$ cat src/rtl/side_info_pkg.sv
// Shared types for the MPEG-1 Layer III side-info parser:
// FSM encodings, frame sizes, granule fields and the granule unpacker.
package side_info_pkg;

    localparam int MONO_BYTES   = 17;
    localparam int STEREO_BYTES = 32;
    localparam int GR_BITS      = 59;

    typedef logic [2:0] state_t;

    localparam state_t S_IDLE     = 3'd0;
    localparam state_t S_CRC_SKIP = 3'd1;
    localparam state_t S_COLLECT  = 3'd2;
    localparam state_t S_DECODE   = 3'd3;
    localparam state_t S_DONE     = 3'd4;

    typedef struct packed {
        logic [11:0]     part2_3_length;
        logic [8:0]      big_values;
        logic [7:0]      global_gain;
        logic [3:0]      scalefac_compress;
        logic            window_switching_flag;
        logic [1:0]      block_type;
        logic            mixed_block_flag;
        logic [2:0][4:0] table_select;
        logic [2:0][2:0] subblock_gain;
        logic [3:0]      region0_count;
        logic [5:0]      region1_count;
        logic            preflag;
        logic            scalefac_scale;
        logic            count1table_select;
    } gr_ch_t;

    // Switched windows carry no region counts; they take the fixed defaults.
    function automatic gr_ch_t unpack_gr(input logic [GR_BITS-1:0] g);
        gr_ch_t r;
        r = '0;
        r.part2_3_length        = g[58:47];
        r.big_values            = g[46:38];
        r.global_gain           = g[37:30];
        r.scalefac_compress     = g[29:26];
        r.window_switching_flag = g[25];
        if (g[25]) begin
            r.block_type       = g[24:23];
            r.mixed_block_flag = g[22];
            r.table_select[0]  = g[21:17];
            r.table_select[1]  = g[16:12];
            r.subblock_gain[0] = g[11:9];
            r.subblock_gain[1] = g[8:6];
            r.subblock_gain[2] = g[5:3];
            r.region0_count    = (g[24:23] == 2'd2 && !g[22]) ? 4'd8 : 4'd7;
            r.region1_count    = 6'd36;
        end else begin
            r.table_select[0] = g[24:20];
            r.table_select[1] = g[19:15];
            r.table_select[2] = g[14:10];
            r.region0_count   = g[9:6];
            r.region1_count   = {3'b000, g[5:3]};
        end
        r.preflag            = g[2];
        r.scalefac_scale     = g[1];
        r.count1table_select = g[0];
        return r;
    endfunction

endpackage

$ cat src/rtl/side_info_parser_if.sv
// Byte stream in, decoded side-info fields out.
// master drives the stream and header flags; slave is the parser.
interface side_info_parser_if #(
    parameter int MAX_CH = 2,
    parameter int N_GR   = 2
);
    logic                              frame_start;
    logic                              mono;
    logic                              crc_present;
    logic [7:0]                        axiid;
    logic                              axiiv;
    logic [15:0]                       hdr_crc_bytes;
    logic [8:0]                        main_data_begin;
    logic [MAX_CH-1:0][3:0]            scfsi;
    logic [N_GR-1:0][MAX_CH-1:0][11:0] part2_3_length;
    logic [N_GR-1:0][MAX_CH-1:0][8:0]  big_values;
    logic [N_GR-1:0][MAX_CH-1:0][7:0]  global_gain;
    logic [N_GR-1:0][MAX_CH-1:0][3:0]  scalefac_compress;
    logic [N_GR-1:0][MAX_CH-1:0]       window_switching_flag;
    logic [N_GR-1:0][MAX_CH-1:0][1:0]  block_type;
    logic [N_GR-1:0][MAX_CH-1:0]       mixed_block_flag;
    logic [N_GR-1:0][MAX_CH-1:0][2:0][4:0] table_select;
    logic [N_GR-1:0][MAX_CH-1:0][2:0][2:0] subblock_gain;
    logic [N_GR-1:0][MAX_CH-1:0][3:0]  region0_count;
    logic [N_GR-1:0][MAX_CH-1:0][5:0]  region1_count;
    logic [N_GR-1:0][MAX_CH-1:0]       preflag;
    logic [N_GR-1:0][MAX_CH-1:0]       scalefac_scale;
    logic [N_GR-1:0][MAX_CH-1:0]       count1table_select;
    logic                              side_valid;
    logic                              busy;
    logic                              crc_err;
    logic                              fmt_err;

    modport master (
        output frame_start, mono, crc_present, axiid, axiiv, hdr_crc_bytes,
        input  main_data_begin, scfsi, part2_3_length, big_values,
        input  global_gain, scalefac_compress, window_switching_flag,
        input  block_type, mixed_block_flag, table_select, subblock_gain,
        input  region0_count, region1_count, preflag, scalefac_scale,
        input  count1table_select, side_valid, busy, crc_err, fmt_err
    );

    modport slave (
        input  frame_start, mono, crc_present, axiid, axiiv, hdr_crc_bytes,
        output main_data_begin, scfsi, part2_3_length, big_values,
        output global_gain, scalefac_compress, window_switching_flag,
        output block_type, mixed_block_flag, table_select, subblock_gain,
        output region0_count, region1_count, preflag, scalefac_scale,
        output count1table_select, side_valid, busy, crc_err, fmt_err
    );

endinterface

$ cat src/rtl/side_info_parser_crc16_byte.sv
// One-byte CRC-16 step, polynomial 0x8005, MSB first, no reflection.
module crc16_byte (
    input  logic [15:0] crc_in,
    input  logic [7:0]  data,
    output logic [15:0] crc_out
);
    logic [15:0] c;

    always_comb begin
        c = crc_in;
        for (int i = 7; i >= 0; i--) begin
            if (c[15] ^ data[i]) c = {c[14:0], 1'b0} ^ 16'h8005;
            else                 c = {c[14:0], 1'b0};
        end
        crc_out = c;
    end
endmodule

$ cat src/rtl/side_info_parser.sv
// MPEG-1 Layer III side-info parser (mono 17 B / stereo 32 B).
// Define SIDE_CRC_EN to check the frame CRC-16 over header and side info.
module side_info_parser
    import side_info_pkg::*;
#(
    parameter int MAX_CH  = 2,
    parameter int N_GR    = 2,
    parameter int SI_BITS = 256
) (
    input logic                clk,
    input logic                rst,
    side_info_parser_if.slave  bus
);
    state_t             state;
    logic [5:0]         cnt;
    logic [SI_BITS-1:0] sr;
    logic               mono_q;
    logic               crc_p;
    logic [8:0]         mdb_q;
    logic [1:0][3:0]    scfsi_q;
    gr_ch_t             gr_q [2][2];
    logic               valid_q;
    logic               fmt_err_q;
    logic               crc_err_q;
    logic               last;
    logic               unused_bits;

    assign last = cnt == (mono_q ? 6'(MONO_BYTES - 1) : 6'(STEREO_BYTES - 1));
    assign unused_bits = ^sr[246:244];

    always_ff @(posedge clk or posedge rst) begin
        if (rst) begin
            state     <= S_IDLE;
            cnt       <= '0;
            sr        <= '0;
            mono_q    <= 1'b0;
            crc_p     <= 1'b0;
            mdb_q     <= '0;
            scfsi_q   <= '0;
            valid_q   <= 1'b0;
            fmt_err_q <= 1'b0;
            for (int g = 0; g < 2; g++)
                for (int c = 0; c < 2; c++)
                    gr_q[g][c] <= '0;
        end else if (bus.frame_start) begin
            // Restart wins over any beat arriving in the same cycle.
            state     <= bus.crc_present ? S_CRC_SKIP : S_COLLECT;
            cnt       <= '0;
            sr        <= '0;
            mono_q    <= bus.mono;
            crc_p     <= bus.crc_present;
            mdb_q     <= '0;
            scfsi_q   <= '0;
            valid_q   <= 1'b0;
            fmt_err_q <= 1'b0;
            for (int g = 0; g < 2; g++)
                for (int c = 0; c < 2; c++)
                    gr_q[g][c] <= '0;
        end else begin
            unique case (state)
                S_CRC_SKIP: if (bus.axiiv) begin
                    cnt <= cnt + 6'd1;
                    if (cnt == 6'd1) begin
                        cnt   <= '0;
                        state <= S_COLLECT;
                    end
                end
                S_COLLECT: if (bus.axiiv) begin
                    sr  <= {sr[SI_BITS-9:0], bus.axiid};
                    cnt <= cnt + 6'd1;
                    if (last) begin
                        cnt   <= '0;
                        state <= S_DECODE;
                    end
                end
                S_DECODE: begin
                    state   <= S_DONE;
                    valid_q <= 1'b1;
                    if (!mono_q && MAX_CH == 1) begin
                        fmt_err_q <= 1'b1;
                    end else if (mono_q) begin
                        mdb_q      <= sr[135:127];
                        scfsi_q[0] <= sr[121:118];
                        gr_q[0][0] <= unpack_gr(sr[117:59]);
                        gr_q[1][0] <= unpack_gr(sr[58:0]);
                    end else begin
                        mdb_q      <= sr[255:247];
                        scfsi_q[0] <= sr[243:240];
                        scfsi_q[1] <= sr[239:236];
                        gr_q[0][0] <= unpack_gr(sr[235:177]);
                        gr_q[0][1] <= unpack_gr(sr[176:118]);
                        gr_q[1][0] <= unpack_gr(sr[117:59]);
                        gr_q[1][1] <= unpack_gr(sr[58:0]);
                    end
                end
                default: ;
            endcase
        end
    end

`ifdef SIDE_CRC_EN
    logic [15:0] crc_q;
    logic [15:0] rx_q;
    logic [15:0] crc_h0;
    logic [15:0] crc_h1;
    logic [15:0] crc_d;

    crc16_byte u_h0 (.crc_in(16'hFFFF), .data(bus.hdr_crc_bytes[15:8]), .crc_out(crc_h0));
    crc16_byte u_h1 (.crc_in(crc_h0), .data(bus.hdr_crc_bytes[7:0]), .crc_out(crc_h1));
    crc16_byte u_d  (.crc_in(crc_q), .data(bus.axiid), .crc_out(crc_d));

    always_ff @(posedge clk or posedge rst) begin
        if (rst) begin
            crc_q     <= '0;
            rx_q      <= '0;
            crc_err_q <= 1'b0;
        end else if (bus.frame_start) begin
            crc_q     <= crc_h1;
            rx_q      <= '0;
            crc_err_q <= 1'b0;
        end else if (state == S_CRC_SKIP && bus.axiiv) begin
            rx_q <= {rx_q[7:0], bus.axiid};
        end else if (state == S_COLLECT && bus.axiiv) begin
            crc_q <= crc_d;
        end else if (state == S_DECODE) begin
            crc_err_q <= crc_p && (crc_q != rx_q);
        end
    end
`else
    logic unused_crc;
    assign unused_crc = ^{bus.hdr_crc_bytes, crc_p};
    assign crc_err_q  = 1'b0;
`endif

    always_comb begin
        bus.main_data_begin       = mdb_q;
        bus.side_valid            = valid_q;
        bus.busy                  = !(state == S_IDLE || state == S_DONE);
        bus.crc_err               = crc_err_q;
        bus.fmt_err               = fmt_err_q;
        bus.scfsi                 = '0;
        bus.part2_3_length        = '0;
        bus.big_values            = '0;
        bus.global_gain           = '0;
        bus.scalefac_compress     = '0;
        bus.window_switching_flag = '0;
        bus.block_type            = '0;
        bus.mixed_block_flag      = '0;
        bus.table_select          = '0;
        bus.subblock_gain         = '0;
        bus.region0_count         = '0;
        bus.region1_count         = '0;
        bus.preflag               = '0;
        bus.scalefac_scale        = '0;
        bus.count1table_select    = '0;
        for (int c = 0; c < MAX_CH; c++) bus.scfsi[c] = scfsi_q[c];
        for (int g = 0; g < N_GR; g++) begin
            for (int c = 0; c < MAX_CH; c++) begin
                bus.part2_3_length[g][c]        = gr_q[g][c].part2_3_length;
                bus.big_values[g][c]            = gr_q[g][c].big_values;
                bus.global_gain[g][c]           = gr_q[g][c].global_gain;
                bus.scalefac_compress[g][c]     = gr_q[g][c].scalefac_compress;
                bus.window_switching_flag[g][c] = gr_q[g][c].window_switching_flag;
                bus.block_type[g][c]            = gr_q[g][c].block_type;
                bus.mixed_block_flag[g][c]      = gr_q[g][c].mixed_block_flag;
                bus.table_select[g][c]          = gr_q[g][c].table_select;
                bus.subblock_gain[g][c]         = gr_q[g][c].subblock_gain;
                bus.region0_count[g][c]         = gr_q[g][c].region0_count;
                bus.region1_count[g][c]         = gr_q[g][c].region1_count;
                bus.preflag[g][c]               = gr_q[g][c].preflag;
                bus.scalefac_scale[g][c]        = gr_q[g][c].scalefac_scale;
                bus.count1table_select[g][c]    = gr_q[g][c].count1table_select;
            end
        end
    end

endmodule
$ cat src/flat_wrapper.sv
// flat-port wrapper written by rule: the top's interface ports become plain ports
module side_info_parser_flat import side_info_pkg::*;
#(
    parameter int MAX_CH  = 2,
    parameter int N_GR    = 2,
    parameter int SI_BITS = 256
)
  (clk, rst, bus_frame_start, bus_mono, bus_crc_present, bus_axiid, bus_axiiv, bus_hdr_crc_bytes, bus_main_data_begin, bus_scfsi, bus_part2_3_length, bus_big_values, bus_global_gain, bus_scalefac_compress, bus_window_switching_flag, bus_block_type, bus_mixed_block_flag, bus_table_select, bus_subblock_gain, bus_region0_count, bus_region1_count, bus_preflag, bus_scalefac_scale, bus_count1table_select, bus_side_valid, bus_busy, bus_crc_err, bus_fmt_err);
  side_info_parser_if #(.MAX_CH(MAX_CH), .N_GR(N_GR)) bus_i ();
  input logic clk;
  input logic rst;
  input wire logic [$bits(bus_i.frame_start)-1:0] bus_frame_start;
  input wire logic [$bits(bus_i.mono)-1:0] bus_mono;
  input wire logic [$bits(bus_i.crc_present)-1:0] bus_crc_present;
  input wire logic [$bits(bus_i.axiid)-1:0] bus_axiid;
  input wire logic [$bits(bus_i.axiiv)-1:0] bus_axiiv;
  input wire logic [$bits(bus_i.hdr_crc_bytes)-1:0] bus_hdr_crc_bytes;
  output wire logic [$bits(bus_i.main_data_begin)-1:0] bus_main_data_begin;
  output wire logic [$bits(bus_i.scfsi)-1:0] bus_scfsi;
  output wire logic [$bits(bus_i.part2_3_length)-1:0] bus_part2_3_length;
  output wire logic [$bits(bus_i.big_values)-1:0] bus_big_values;
  output wire logic [$bits(bus_i.global_gain)-1:0] bus_global_gain;
  output wire logic [$bits(bus_i.scalefac_compress)-1:0] bus_scalefac_compress;
  output wire logic [$bits(bus_i.window_switching_flag)-1:0] bus_window_switching_flag;
  output wire logic [$bits(bus_i.block_type)-1:0] bus_block_type;
  output wire logic [$bits(bus_i.mixed_block_flag)-1:0] bus_mixed_block_flag;
  output wire logic [$bits(bus_i.table_select)-1:0] bus_table_select;
  output wire logic [$bits(bus_i.subblock_gain)-1:0] bus_subblock_gain;
  output wire logic [$bits(bus_i.region0_count)-1:0] bus_region0_count;
  output wire logic [$bits(bus_i.region1_count)-1:0] bus_region1_count;
  output wire logic [$bits(bus_i.preflag)-1:0] bus_preflag;
  output wire logic [$bits(bus_i.scalefac_scale)-1:0] bus_scalefac_scale;
  output wire logic [$bits(bus_i.count1table_select)-1:0] bus_count1table_select;
  output wire logic [$bits(bus_i.side_valid)-1:0] bus_side_valid;
  output wire logic [$bits(bus_i.busy)-1:0] bus_busy;
  output wire logic [$bits(bus_i.crc_err)-1:0] bus_crc_err;
  output wire logic [$bits(bus_i.fmt_err)-1:0] bus_fmt_err;
  assign bus_i.frame_start = bus_frame_start;
  assign bus_i.mono = bus_mono;
  assign bus_i.crc_present = bus_crc_present;
  assign bus_i.axiid = bus_axiid;
  assign bus_i.axiiv = bus_axiiv;
  assign bus_i.hdr_crc_bytes = bus_hdr_crc_bytes;
  assign bus_main_data_begin = bus_i.main_data_begin;
  assign bus_scfsi = bus_i.scfsi;
  assign bus_part2_3_length = bus_i.part2_3_length;
  assign bus_big_values = bus_i.big_values;
  assign bus_global_gain = bus_i.global_gain;
  assign bus_scalefac_compress = bus_i.scalefac_compress;
  assign bus_window_switching_flag = bus_i.window_switching_flag;
  assign bus_block_type = bus_i.block_type;
  assign bus_mixed_block_flag = bus_i.mixed_block_flag;
  assign bus_table_select = bus_i.table_select;
  assign bus_subblock_gain = bus_i.subblock_gain;
  assign bus_region0_count = bus_i.region0_count;
  assign bus_region1_count = bus_i.region1_count;
  assign bus_preflag = bus_i.preflag;
  assign bus_scalefac_scale = bus_i.scalefac_scale;
  assign bus_count1table_select = bus_i.count1table_select;
  assign bus_side_valid = bus_i.side_valid;
  assign bus_busy = bus_i.busy;
  assign bus_crc_err = bus_i.crc_err;
  assign bus_fmt_err = bus_i.fmt_err;
  side_info_parser #(.MAX_CH(MAX_CH), .N_GR(N_GR), .SI_BITS(SI_BITS)) u_core (.clk(clk), .rst(rst), .bus(bus_i));
endmodule
$ cat config.mk
export PLATFORM = sky130hd
export DESIGN_NAME = side_info_parser_flat
export DESIGN_NICKNAME = d
export VERILOG_FILES = /design/src/rtl/side_info_pkg.sv /design/src/rtl/side_info_parser_if.sv /design/src/rtl/side_info_parser_crc16_byte.sv /design/src/rtl/side_info_parser.sv /design/src/flat_wrapper.sv
export SDC_FILE = /design/constraint.sdc
export NUM_CORES = 1
export LEC_CHECK = 0
export ABC_AREA = 1
export BUFFER_PORTS_ARGS = -buffer_cell sky130_fd_sc_hd__buf_2
export CAP_MARGIN = 5
export CORE_MARGIN = 8
export CORE_UTILIZATION = 40
export CTS_BUF_LIST = sky130_fd_sc_hd__clkbuf_4
export CTS_CLUSTER_DIAMETER = 150
export DETAILED_ROUTE_END_ITERATION = 7
export HOLD_SLACK_MARGIN = 0.02
export PLACE_DENSITY = 0.62
export SYNTH_ARGS = -nofsm -noshare
export SYNTH_HDL_FRONTEND = slang
export SYNTH_HIERARCHICAL = 1
export SYNTH_SLANG_ARGS = --single-unit
$ cat constraint.sdc
create_clock -name clk -period 34.9 [get_ports clk]
set_input_delay 6.98 -clock clk [delete_from_list [all_inputs] [get_ports clk]]
set_output_delay 6.98 -clock clk [all_outputs]
set_load 0.01 [all_outputs]
* Yosys cells after proc, flatten, opt, wreduce, memory -nomap -nowiden *
Cells that the tools add are included.
Widths: inputs -> output; s select.

storage, ports and cells
  bits in registers = 580
  output and inout port bits = 317
  word-level logic and storage cells = 172

cells by class
  add/subtract/negate cells = 1
  eq/ne operators = 15
  multiplexer cells = 56
  reductions and logical operators = 20

operator list
  kind                 number
  $mux 256             3
  $mux 296             2
  $mux 74              4
  $mux 10              8
  $mux 9               7
  $mux 6               5
  $mux 4               7
  $mux 3               9
  $mux 5               4
  $mux 8               2
  $pmux 6 s2           1
  $pmux 3 s3           1
  $eq 2x2->1 const B   4
  $add 6x1->6 const B  1
  $eq 3x2->1 const B   2
  $eq 6x1->1 const B   1
  $eq 6x6->1           1
  $ne 3x2->1 const B   2
  $ne 3x3->1 const B   2
  $reduce_bool 2->1    3
  $logic_not 1->1      5
  $reduce_and 5->1     1
  $logic_and 1x1->1    4
  $reduce_and 2->1     2
  10 further kinds     11

* Depth between registers and ports, before layout *
Gate-level depths: netlist (run 1).

  depth in word-level cells = 7
  mapped depth = 11
  mapped depth without buffers = 9

* Worst setup path before layout (run 1) *
OpenSTA, ideal clock, no wires.

  kind = input-to-reg
  start point = in bus_frame_start
  end point = reg u_core.scfsi_q (netlist bit u_core/bus.scfsi[4])
  library setup time = 0.135 ns
  arrival time = 7.947 ns
  slack = 26.818 ns
  stages = 9
  cells stage by stage = buf_2 > inv_1 > buf_4 > nand2_1 > nand2_2 > buf_4 > buf_2 > nand2_1 > o31ai_1

on the way
  longest elaborated chain between the ends = 2
  elaborated cells between the ends (all ways) = 4
  classes of those cells = 1 x eq/ne; 1 x mux; 2 x reduce/logical

ends and longest elaborated chain
  item                                                                     RTL line                RTL
  from (decl)                                                              flat_wrapper.sv:12      input wire logic [$bits(bus_i.frame_start)-1:0] bus_frame_start;
  $ne 2x2->1 (no source line) / $reduce_bool 2->1 (equally long branches)  -
  $reduce_and 2->1 (no source line)                                        -
  to (decl)                                                                side_info_parser.sv:20  logic [1:0][3:0] scfsi_q;

Several ways; a longest one is shown, not always the timed one.
A chain may end at the register's enable or synchronous reset.

==> results of run 1 <==
==> sequential cells by signal, indices dropped and copies added, names as in the netlist <==
name                              count
u_core/sr                           256
u_core/bus.table_select              60
u_core/bus.part2_3_length            48
u_core/bus.big_values                36
u_core/bus.subblock_gain             36
u_core/bus.global_gain               32
u_core/bus.region0_count             16
u_core/bus.scalefac_compress         16
u_core/bus.region1_count             13
u_core/bus.main_data_begin            9
u_core/bus.block_type                 8
u_core/bus.scfsi                      8
u_core/cnt                            6
u_core/bus.count1table_select         4
u_core/bus.mixed_block_flag           4
u_core/bus.preflag                    4
u_core/bus.scalefac_scale             4
u_core/bus.window_switching_flag      3
u_core/state                          3
u_core/bus.side_valid                 1
u_core/mono_q                         1
==> routing by layer <==
layer	part of all wire, %	wire (um)	up-vias
li1	-	-	9724
met1	43	35000	10426
met2	46	37700	900
met3	7.6	6210	131
met4	2.9	2340	4
met5	0.020	16	-
==> placed cells by master, fill, tap and decap left out, drive strengths merged <==
cell type    n
nand4        6
nand2      901
diode        3
clkinvlp     1
clkinv      31
dfrtp      568
inv        235
or2          1
ha           2
o21ai      520
a21oi        5
o22ai       14
nand3      166
a31oi        2
o31ai       16
a22o         7
nor2       126
bufinv       4
xor2         1
buf        344
o21a         1
a22oi       44
conb        10
o211ai       2
clkbuf     227
nor3         2
==> power breakdown <==
part / internal [W] / switching [W] / leakage, nW / total [W]
combinational: 0.0000430 / 0.000190 / 5.30 / 0.000233
sequential: 0.000680 / 0.0000202 / 7.91 / 0.000700
clock: 0.000326 / 0.000283 / 1.18 / 0.000609
==> cell type report <==
type / instances / area [um2]
clock buffer: 227 / 1700
antenna: 3 / 7.51
tap: 782 / 978
inverter: 232 / 886
clock inverter: 39 / 272
timing repair buffer: 344 / 1780
fill: 6027 / 32100
sequential: 568 / 14200
multi-input combinational: 1826 / 8140
==> critical path, stage by stage <==
cell,delay [ns]
buf_2,0.13
inv_8,0.53
buf_4,0.90
buf_4,0.85
buf_4,0.81
==> synth_stat cells (all sizes together) <==
master and instances:
dfrtp 568, clkbuf 60, or2 1, ha 2, conb 1, buf 143
o21a 1, nand2 901, a22o 7, nor2 126, nand4 6, nor3 2
nand3 166, a21oi 5, o21ai 520, a31oi 2, xor2 1, o211ai 2
a22oi 44, o22ai 14, clkinv 2, o31ai 16, inv 230
==> path summary, 6_finish.rpt <==
kind                       depth (start not counted)                             to                        start  slack (ns)
setup / recovery                                   5                  u_core/mono_q                          rst       25.35
hold / removal                                     2    u_core/bus.region1_count[8]  u_core/bus.region1_count[8]        0.47
min in group asynchronous                          2  u_core/bus.main_data_begin[4]                          rst        6.16
hold reg to reg                                    2    u_core/bus.region1_count[8]  u_core/bus.region1_count[8]        0.47
max in group clk                                   7       u_core/bus.block_type[6]              bus_frame_start       25.75
setup reg to reg                                   8                 u_core/sr[120]              u_core/state[2]       31.56
==> cell families (layout without fill, tap and decap cells) <==
family	after synthesis	count (layout)	synth area share, %
AO/OA/AOI/OAI	611	611	13.5
XOR/XNOR	1	1	0.0362
adder cells (fa/ha/maj)	2	2	0.103
buffers and inverters	435	842	7.89
flip-flops	568	568	58.8
other	1	13	0.0155
AND/OR/NAND/NOR	1202	1202	19.7
==> through the flow <==
step                hold WS [ns]  utilization, %  setup slack (ns)  total power, W  area, um2
floorplan                  0.448               -             12.03        0.000872      24200
global placement           0.459            43.2             24.16        0.000944      26000
detailed placement         0.458            43.2             24.06        0.000947      26000
CTS                        0.472            46.5             25.22         0.00156      28000
global route               0.499            46.5             24.79         0.00162      28000
finish                     0.474            46.5             25.35         0.00154      28000
==> impl_results.md, run 1 <==
- Run status: complete, no violations
- Core region area: 60,100 um2
- Initial antenna violation count: 6
- Cell type contributing the most total cell area after synthesis: dfrtp_1
- Setup repair after global routing missed its margin: false
- Min-delay worst type: flop to flop
- Source-to-sink clock delay at the later pin of the worst-skew pair: 0.99 ns
- Count of cells resized by post-cts repair: 0
- Min Tclk post-route: 9.55 ns
- Number of remaining DRC errors: 0
- GRT Total Usage: 23.5%
- Global Route met2 Usage: 35.9%
- Required time of the worst setup path: 35.79 ns
- Maximum net fanout on the critical path: 128
- Starting utilization of the core area: 40.2%
- Clock input transition at the sequential cells of the worst setup and hold paths: 0.06 ns
- Average footprint of a synthesized cell: 8.58 um2
- Relative slew slack: 27.5%
- Number of violations of the max-capacitance limit: 0
- Number of hold buffers added after CTS: 0
- Register area share after synthesis: 58.8%
- Met3 usage: 5.80%
- Detailed-routing iteration count for the pre-antenna-repair pass: 6
- Placed insts: 3,752
- Count of standard-cell rows: 90
- Seq cells post-synth: 568
- Number of DRC violations after detailed-routing iteration 0: 2,235
- Share of final-layout standard cells stronger than drive strength 1: 18.9%
- Final setup vio count: 0
- Clock buffer count from CTS: 155
- Num ports: 347
- Peak supply drop: 0.0000278 V
- Sum of negative setup slack: 0 ns
- Synthesized area: 24,200 um2
- Setup crit start kind: primary input
- Count of nets after finishing: 3,159
- CTS tree: built
- Instance count of the mapped netlist: 2,820
- Height of the die: 262 um
- Post-detailed-route count of antenna-violating nets: 0
- H-tree lvl count: 4
- CTS sink cnt: 568
- Wire length reported by the detailed router: 81.3 mm
- Path type of the worst setup path: primary input to asynchronous set/reset pin
- Share of Yosys cell area claimed by the top area cell type: 58.8%
- Layer with the highest usage after global routing: met2
- Setup fix buffers added after clock tree synthesis: 0
- Worst Tran Pin Value: 1.09 ns
- Die span in x: 262 um
- Post-detail-place hpwl: 54.3 mm
- Via count of the first global-routing pass: 20,826
- Static Leakage: 14.4 nW
- Area growth from synthesis to final layout: 15.7%
- Kind of end point of the critical path: asynchronous set/reset pin
- Final clock period utilization by the worst path: 27.4%
- GR met1 Demand/Resource: 32.1%
- Area enclosed by the die boundary: 68,600 um2
- Number of buffers inserted by port buffering: 320
- Final number of hold-violating endpoints: 0
- Arrival time of the worst setup path: 10.45 ns
- Final standard cell count with taps included and fillers excluded: 4,021
- CTS Root Buffer Type: clkbuf_4
- Power density of the placed cells: 55.1 nW/um2
- RePlAce Congestion: 0.909
- Top cells by area, synth: dfrtp_1 59%, nand2_1 14%, o21ai_0 8.2%
- Number of buffers between clock root and the deepest sink: 3
- Worst clock skew: 0.0656 ns
- YS warnings: 6
- First-pass GRT wire length: 124 mm
- Detail-routed net length per standard cell: 20.2 um
- Via count: 21,185
- Fmax: 105 MHz
- DR vias/cell: 5.27
- Number of distinct library cell variants in the gate-level netlist after synthesis: 32
- Final max-slew violation count: 0
- Maximum number of pins on one net before global-route repair: 129
- Overflow left after global routing: 0
Note: power is estimated with default switching activity, not from simulation.
==> inputs of run 2 (changes only) <==
- PLACE_DENSITY: 0.62 -> 0.64
- clock period: 34.9 -> 7.8 ns (I/O delays scaled with it)
==> impl_results.md, run 2 (synthesis gave the netlist of run 1 again) <==
- Count of nets after finishing: 3,155
- Final number of hold-violating endpoints: 0
- Core region area: 60,100 um2
- DR vias/cell: 5.18
- Via count: 20,741
- Number of remaining DRC errors: 0
- Final standard cell count with taps included and fillers excluded: 4,005
- Post-detail-place hpwl: 54.2 mm
- Setup crit start kind: primary input
- Area growth from synthesis to final layout: 15.5%
- Run status: complete, no violations
- CTS tree: built
- Share of final-layout standard cells stronger than drive strength 1: 18.6%
- Die span in x: 262 um
- Detail-routed net length per standard cell: 20.0 um
- Relative slew slack: 21.9%
- Maximum number of pins on one net before global-route repair: 176
- Number of buffers inserted by port buffering: 320
- Final setup vio count: 0
- Sequential cell area: 14,200 um2
- Power density of the placed cells: 245 nW/um2
- Maximum net fanout on the critical path: 103
- Count of cells resized by post-cts repair: 0
- PnR worst setup slack: 4.17 ns
- End of the critical path: u_core/bus.subblock_gain[13]
- Clock buffer count from CTS: 150
- Num ports: 347
- H-tree lvl count: 4
- RePlAce Congestion: 0.865
- Number of hold buffers added after CTS: 0
- CTS Root Buffer Type: clkbuf_4
- Register name with the most flops: u_core/sr
- Placed insts: 3,753
- Count of standard-cell rows: 90
- Worst clock skew: 0.0533 ns
- Worst setup path startpoint: bus_frame_start
- Cell count of the worst reg-to-reg path: 9
- Setup fix buffers added after clock tree synthesis: 0
- Height of the die: 262 um
- Path type of the worst setup path: primary input to flop
- Worst Tran Pin Value: 1.17 ns
- Static Leakage: 14.4 nW
- Most common cell after layout, fill and taps aside: nand2_1
- Fmax: 276 MHz
- Endpoint of the lowest-slack register-to-register path: u_core/bus.subblock_gain[13]
- Setup slack, reg-to-reg: 4.49 ns
- Starting utilization of the core area: 40.2%
- CTS sink cnt: 568
- Via count of the first global-routing pass: 20,131
- Filler Cells Inserted: 6,026
- Final max-slew violation count: 0
- Number of DRC violations after detailed-routing iteration 0: 1,938
- Arrival time of the worst setup path: 4.47 ns
- Source-to-sink clock delay at the later pin of the worst-skew pair: 0.99 ns
- Setup repair after global routing missed its margin: false
- Wire length reported by the detailed router: 80.1 mm
- Required time of the worst setup path: 8.65 ns
- Peak supply drop: 0.000143 V
- Overflow left after global routing: 0
- Commonest cells after routing, fill and taps aside: 896 x nand2_1, 567 x dfrtp_1, 397 x o21ai_0, 319 x buf_2
- Area enclosed by the die boundary: 68,600 um2
- Origin of the critical flop-to-flop path: u_core/state[0]
- Final clock period utilization by the worst path: 46.5%
- Kind of end point of the critical path: flop
- Number of flip-flops under the largest register name: 256
- Area used by multi-input combinational logic: 8140 um2
- Pre-CTS WS: 3.26 ns
- Number of violations of the max-capacitance limit: 0
- Number of buffers between clock root and the deepest sink: 3
- Min Tclk post-route: 3.63 ns
- Clock input transition at the sequential cells of the worst setup and hold paths: 0.06 ns
- Min-delay worst type: flop to flop
- First-pass GRT wire length: 122 mm
- GRT Total Usage: 23.1%
- Post-detailed-route count of antenna-violating nets: 0
- Initial antenna violation count: 2
- Detailed-routing iteration count for the pre-antenna-repair pass: 5
==> run 2: cell type report <==
cell class / instances / area share (%)
Inverter: 232 / 3.16
Multi-Input combinational cell: 1826 / 29.1
Tap cell: 782 / 3.50
Timing Repair Buffer: 345 / 6.55
Antenna cell: 4 / 0.0358
Sequential cell: 568 / 50.9
Clock inverter: 28 / 0.864
Clock buffer: 220 / 5.91
==> run 2: how the worst min path moves through the flow <==
stage,startpoint,endpoint,slack (ns),cells after the start
2_1_floorplan,u_core/sr[253],u_core/sr[253],0.45,2
3_3_place_gp,u_core/bus.part2_3_length[46],u_core/bus.part2_3_length[46],0.46,2
3_5_place_dp,u_core/bus.table_select[36],u_core/bus.table_select[36],0.46,2
4_1_cts,u_core/bus.big_values[27],u_core/bus.big_values[27],0.48,2
5_1_grt,u_core/bus.part2_3_length[40],u_core/bus.part2_3_length[40],0.49,2
6_report,u_core/bus.big_values[27],u_core/bus.big_values[27],0.47,2
==> run 2: power breakdown <==
part / internal (W) / switching, W
clock: 0.00144 / 0.00121
sequential: 0.00304 / 0.0000840
combinational: 0.000195 / 0.000864
total: 0.00468 / 0.00215
==> run 2: critical path, stage by stage <==
cell	delay, ns
buf_4	0.22
inv_4	0.59
nand2_1	0.31
nand2_8	0.46
buf_4	0.87
nand2_1	0.16
o21ai_1	0.13
==> run 2: through the flow <==
stage	cell area, um2	total power (W)	hold slack, ns	utilization (%)	TNS (ns)
floorplan	24200	0.00390	0.448	-	-849.52
global placement	26000	0.00423	0.460	43.3	0
detailed placement	26000	0.00424	0.460	43.3	0
CTS	27900	0.00691	0.477	46.5	0
global route	27900	0.00718	0.489	46.5	0
finish	27900	0.00684	0.471	46.5	0
==> run 2: layer usage <==
metal  global-route usage [%]  up-vias  share of wire [%]
met5                        0        -                  0
met4                     8.57        0                3.4
met3                     8.40      137                9.5
met2                     33.5      820                 44
met1                     31.5    10049                 43
li1                         -     9735                  -
